File: config.mk
export PLATFORM = sky130hd
export DESIGN_NAME = cs_mult_arbiter
export DESIGN_NICKNAME = d
export VERILOG_FILES = /design/src/rtl/cs_mult_pkg.sv /design/src/rtl/multiCS4.sv /design/src/rtl/cs_mult_arbiter.sv
export SDC_FILE = /design/constraint.sdc
export NUM_CORES = 1
export LEC_CHECK = 0
export BUFFER_PORTS_ARGS = -buffer_cell sky130_fd_sc_hd__buf_2
export CORE_MARGIN = 5
export CORE_UTILIZATION = 40
export DETAILED_ROUTE_END_ITERATION = 10
export PLACE_DENSITY = 0.74
export SLEW_MARGIN = 20
export SYNTH_ARGS = -nofsm -noshare
export SYNTH_HDL_FRONTEND = slang
export SYNTH_HIERARCHICAL = 1
export SYNTH_SLANG_ARGS = --single-unit
export TNS_END_PERCENT = 50
File: constraint.sdc
create_clock -name clk -period 3.25 [get_ports clk]
set_input_delay 0.1625 -clock clk [delete_from_list [all_inputs] [get_ports clk]]
set_output_delay 0.1625 -clock clk [all_outputs]
set_load 0.05 [all_outputs]
File: src/rtl/cs_mult_pkg.sv
// Shared types and helpers for the carry-save multiplier arbiter.
package cs_mult_pkg;
  localparam int OP_W    = 4;
  localparam int PROD_W  = 9;
  localparam int MAX_REQ = 8;

  typedef enum logic [1:0] {IDLE, CALC, RESP} state_t;

  typedef struct packed {
    logic       found;
    logic [2:0] idx;
  } pick_t;

  // First set bit of valid searching upward from ptr, wrapping at num.
  function automatic pick_t rr_pick(input logic [2:0] ptr,
                                    input logic [MAX_REQ-1:0] valid,
                                    input int num);
    pick_t res;
    int    j;
    res = '0;
    // Walk downward so the lowest offset overwrites last and wins.
    for (int k = MAX_REQ-1; k >= 0; k--) begin
      j = (int'(ptr) + k) % num;
      if (k < num && valid[j]) begin
        res.found = 1'b1;
        res.idx   = 3'(j);
      end
    end
    return res;
  endfunction
endpackage

File: src/rtl/multiCS4.sv
// 4x4 unsigned carry-save array multiplier, purely combinational.
module multiCS4 (
  input  logic [3:0] a,
  input  logic [3:0] b,
  output logic [8:0] p
);
  logic [8:0] s, c, row, s_n, c_n;

  always_comb begin
    s   = {5'b0, a & {4{b[0]}}};
    c   = '0;
    row = '0;
    s_n = '0;
    c_n = '0;
    // Each partial-product row is folded in with a 3:2 compressor.
    for (int i = 1; i < 4; i++) begin
      row = 9'(a & {4{b[i]}}) << i;
      s_n = s ^ c ^ row;
      c_n = ((s & c) | (s & row) | (c & row)) << 1;
      s   = s_n;
      c   = c_n;
    end
    p = s + c;
  end
endmodule

File: src/rtl/cs_mult_arbiter.sv
// Round-robin arbiter sharing one multiCS4 among NUM_REQ requesters.
module cs_mult_arbiter
  import cs_mult_pkg::*;
#(
  parameter int NUM_REQ = 4,
  parameter int CNT_W   = 16,
  localparam int ID_W   = $clog2(NUM_REQ)
) (
  input  logic                    clk,
  input  logic                    rst_n,
  input  logic [NUM_REQ-1:0]      req_valid,
  output logic [NUM_REQ-1:0]      req_ready,
  input  logic [4*NUM_REQ-1:0]    req_a,
  input  logic [4*NUM_REQ-1:0]    req_b,
  output logic                    rsp_valid,
  input  logic                    rsp_ready,
  output logic [8:0]              rsp_product,
  output logic [ID_W-1:0]         rsp_id,
  output logic                    busy,
  output logic [CNT_W-1:0]        op_count
);
  state_t                        state, state_nxt;
  logic [ID_W-1:0]               rr_ptr, id_q, gnt_id, ptr_nxt;
  logic [OP_W-1:0]               a_q, b_q;
  logic [PROD_W-1:0]             prod_q, mult_p;
  logic [NUM_REQ-1:0][OP_W-1:0]  a_arr, b_arr;
  logic [MAX_REQ-1:0]            vld_ext;
  pick_t                         pick;
  logic                          grant;

  assign a_arr = req_a;
  assign b_arr = req_b;

  always_comb begin
    vld_ext = '0;
    vld_ext[NUM_REQ-1:0] = req_valid;
  end

  assign pick    = rr_pick(3'(rr_ptr), vld_ext, NUM_REQ);
  assign gnt_id  = ID_W'(pick.idx);
  assign grant   = (state == IDLE) && pick.found;
  assign ptr_nxt = (gnt_id == ID_W'(NUM_REQ-1)) ? '0 : gnt_id + 1'b1;

  multiCS4 u_mult (.a(a_q), .b(b_q), .p(mult_p));

  always_ff @(posedge clk or negedge rst_n) begin
    if (!rst_n) state <= IDLE;
    else        state <= state_nxt;
  end

  always_comb begin
    state_nxt = state;
    req_ready = '0;
    case (state)
      IDLE: if (pick.found) begin
        req_ready[gnt_id] = 1'b1;
        state_nxt         = CALC;
      end
      CALC:    state_nxt = RESP;
      RESP:    if (rsp_ready) state_nxt = IDLE;
      default: state_nxt = IDLE;
    endcase
  end

  always_ff @(posedge clk or negedge rst_n) begin
    if (!rst_n) begin
      rr_ptr   <= '0;
      a_q      <= '0;
      b_q      <= '0;
      id_q     <= '0;
      prod_q   <= '0;
      op_count <= '0;
    end else begin
      if (grant) begin
        a_q    <= a_arr[gnt_id];
        b_q    <= b_arr[gnt_id];
        id_q   <= gnt_id;
        rr_ptr <= ptr_nxt;
      end
      // Multiplier has had a full cycle to settle from a_q/b_q.
      if (state == CALC) prod_q <= mult_p;
      if (state == RESP && rsp_ready) op_count <= op_count + 1'b1;
    end
  end

  assign rsp_valid   = (state == RESP);
  assign busy        = (state != IDLE);
  assign rsp_product = prod_q;
  assign rsp_id      = id_q;
endmodule
==> summary.txt <==
Outcome
  • Run status: finished, violations left
  • Failing checks: hold timing

Clock tree
  • Total clock buffers created by CTS: 5
  • CTS tree: built
  • Cts hold-fix bufs: 0
  • Skew-Pair Late Insertion Delay: 0.29 ns
  • Clk sinks: 39
  • Post-CTS Setup Inserts: 0
  • H-tree depth: 2
  • # resized after CTS: 0
  • Clk root buf: clkbuf_8
  • Reg clk slew, reported paths: 0.08 ns
  • Clock Tree Buf Depth: 2

Critical path
  • Worst setup SP type: flip-flop
  • CP Class: reg2reg
  • Worst Path Required: between 3 and 4 ns
  • Worst Setup SP: a_q[3]$_DFFE_PN0P_
  • CP max FO: 5
  • Data arrival, critical path: ~3.2 ns
  • RR Startpoint: a_q[3]$_DFFE_PN0P_
  • Critical Path Sink Type: flip-flop

Global route
  • Initial antenna violation count: 0
  • First-pass GRT wire length: between 8 and 9 mm
  • Vias in the first global route: 1881
  • Total GRT Usage: 13.6%
  • Largest net degree at the start of global routing: 40
  • Remaining Overflow, GRT: 0

Power and ir drop
  • Peak VDD IR: 0.000528 V
  • Sw power: between 1 and 1.5 mW
  • Gate power share: 53.6%
  • Switching Share: a little under half
  • PwrDens: 884 nW/um2
  • Internal cell power: roughly 1.3 mW
  • Clock power frac: 15.4%
  • Leak: 1.53 nW
  • Sequential power share: 31.0%

Logic synthesis
  • Async set-reset flop share out of synthesis: between 90% and 100%
  • Top_reg_cell synth: dfrtp_1
  • Avg Cell Area, Syn: 10.3 um2
  • Post-synthesis sequential area ratio: 41.2%
  • Synthesized cell area: around 2400 um2
  • Net count after synthesis: 283
  • Synth warn: 6
  • Seq cells post-synth: 39
  • Synth cell types: 38
  • Post-synth EDFFs: 0
  • Post-synthesis cell count: 229

Worst hold path
  • Worst Hold Class: in2async

Layout
  • Post-layout nets: ~350
  • Final Cell Area: 2860 um2
  • Layout cell share with drive strength beyond 1: 32.6%
  • Antenna diodes: 0
  • FF/Latch Area: between 900 and 1000 um2
  • Area grow syn2layout: 20.6%
  • Multi-input logic area: 1260 um2
  • Layout fillers: 562

STA
  • Setup TNS: 0 ns
  • Hold Slack: -0.0269 ns
  • Final setup violation count: 0
  • Fin. max-slew vios: 0
  • Fmax: 335 MHz
  • Fin crit period: 2.98 ns
  • Final period utilization: 91.8%
  • RSZ-0062 raised after global routing: no
  • Count of final hold-check violations: 39
  • Slew headroom: a little over two fifths
  • Clock Skews: 0.00679 ns
  • Worst-Margin Slew: 0.844 ns

Route
  • DRT antenna net count: 0
  • Avg WL per Cell: 12.5 um
  • First DRT Iteration DRCs: 34
  • Vias per std cell: 4.74
  • Post-route DRC: 0
  • Final wirelength: 4.66 mm
  • DRT Pass-1 Iters: 4
  • Via Count: around 1800

Floorplan
  • Core footprint: 5850 um2
  • Die W: 87.0 um
  • Cell Rows: 28
  • Chip height: 87.0 um
  • Starting Density: 40.5%
  • IO Count: 72
  • Die area: between 7000 and 8000 um2

Place
  • PortBufs: 71
  • Dpl cell area: 2750 um2
  • Final RePlAce weighted congestion: 0.732
  • Dpl hpwl: 3.74 mm

Job
  • Maxcap violations: 0
-- logic make-up (layout without fill, tap and decap cells) --
logic type               Yosys count  count (layout)  synth area share, %
adder cells (fa/ha/maj)           15              15                 10.1
other                              1               1                0.158
multiplexers                      19              19                 8.55
buffers and inverters             27              96                 5.65
AO/OA/AOI/OAI                     32              32                 10.9
XOR/XNOR                          16              16                 5.91
flip-flops                        39              39                 41.2
AND/OR/NAND/NOR                   80              80                 17.5
-- cells in the mapped netlist, types with 2 or more instances --
| cell | count | area (um2) |
|---|---|---|
| dfrtp_1 | 39 | 976 |
| nand2_1 | 30 | 113 |
| inv_1 | 18 | 67.6 |
| and3_1 | 15 | 93.8 |
| xnor2_1 | 13 | 114 |
| and2_1 | 10 | 62.6 |
| mux2_2 | 10 | 113 |
| mux2i_1 | 9 | 90.1 |
| o21ai_0 | 9 | 45.0 |
| a21boi_0 | 8 | 60.1 |
| ha_1 | 8 | 100 |
| fa_1 | 7 | 140 |
| nor2_1 | 7 | 26.3 |
| nand3_1 | 5 | 25.0 |
| o211ai_2 | 5 | 62.6 |
| nand2b_1 | 4 | 25.0 |
| o211ai_1 | 3 | 22.5 |
| xor2_1 | 3 | 26.3 |
| a21o_1 | 2 | 15.0 |
| a21oi_1 | 2 | 10.0 |
| and4_1 | 2 | 17.5 |
| buf_2 | 2 | 10.0 |
| clkbuf_1 | 2 | 7.51 |
| clkbuf_2 | 2 | 10.0 |
-- registers in the layout, indices dropped and copies added, names as in the netlist --
name	cells
state	2
b_q	4
rr_ptr	2
rsp_id	2
rsp_product	9
op_count	16
a_q	4
-- path summary, 6_finish.rpt --
path                                         endpoint  slack, ns  depth (start not counted)
max                        rsp_product[5]$_DFFE_PN0N_       0.27                         11
min                          op_count[12]$_DFFE_PN0P_      -0.03                          1
max reg2reg                rsp_product[5]$_DFFE_PN0N_       0.27                         11
min reg2reg                  op_count[15]$_DFFE_PN0P_       0.47                          1
max in group asynchronous          a_q[2]$_DFFE_PN0P_       2.74                          1
min in group clk                 state[1]$_DFFE_PN0P_       0.10                          2
-- worst max-delay path, cell delays in order, from the launching register on --
cell and delay, ns:
dfrtp_1 0.42, and2_1 0.17, ha_1 0.27, inv_1 0.05, fa_1 0.50, fa_1 0.42, inv_1 0.06, ha_1 0.16
inv_1 0.06, fa_1 0.48, inv_1 0.04, mux2_2 0.25
-- routing by layer --
layer / global-route usage, % / wire length (um) / vias up
met5: 0 / 0 / -
met4: 4.67 / 46 / 0
met3: 3.22 / 342 / 2
met2: 22.2 / 2080 / 53
met1: 17.6 / 2190 / 815
li1: - / - / 897
-- cells in the final DEF, fill, tap and decap left out, types with 5 or more instances in the layout --
master	count
mux2i_1	9
clkbuf_8	5
fa_1	7
dfrtp_1	39
inv_1	18
xnor2_1	13
a21boi_0	8
nand3_1	5
o211ai_2	5
mux2_2	10
and2_1	10
o21ai_0	9
nor2_1	7
ha_1	8
buf_2	71
and3_1	15
nand2_1	30
-- power by group through the flow --
| stage | Sequential, mW | Combinational [mW] | Clock, mW |
|---|---|---|---|
| 6_report | 0.783 | 1.35 | 0.390 |
| 5_1_grt | 0.809 | 1.52 | 0.423 |
| 4_1_cts | 0.786 | 1.38 | 0.401 |
| 3_5_place_dp | 0.795 | 1.37 | 0 |
| 3_3_place_gp | 0.785 | 1.34 | 0 |
| 2_1_floorplan | 1.05 | 0.839 | 0 |
-- cell type report --
type | count | area share [%]
clock buffers | 5 | 2.41
flip-flops and latches | 39 | 34.1
clock inverters | 2 | 1.31
multi-input cells | 163 | 44.1
well taps | 75 | 3.28
repair buffers | 71 | 12.4
inverters | 18 | 2.36
-- stage by stage --
stage / instances / power, mW / util (%) / setup slack (ns)
final: 373 / 2.53 / 48.9 / 0.266
after global routing: 373 / 2.75 / 48.9 / 0.0834
after CTS: 373 / 2.57 / 48.9 / 0.235
after detailed placement: 366 / 2.17 / 47.0 / 0.244
after global placement: 366 / 2.13 / 47.0 / 0.312
after floorplan: 229 / 1.89 / - / 0.377
No activity file was read; power rests on OpenSTA's default activity.
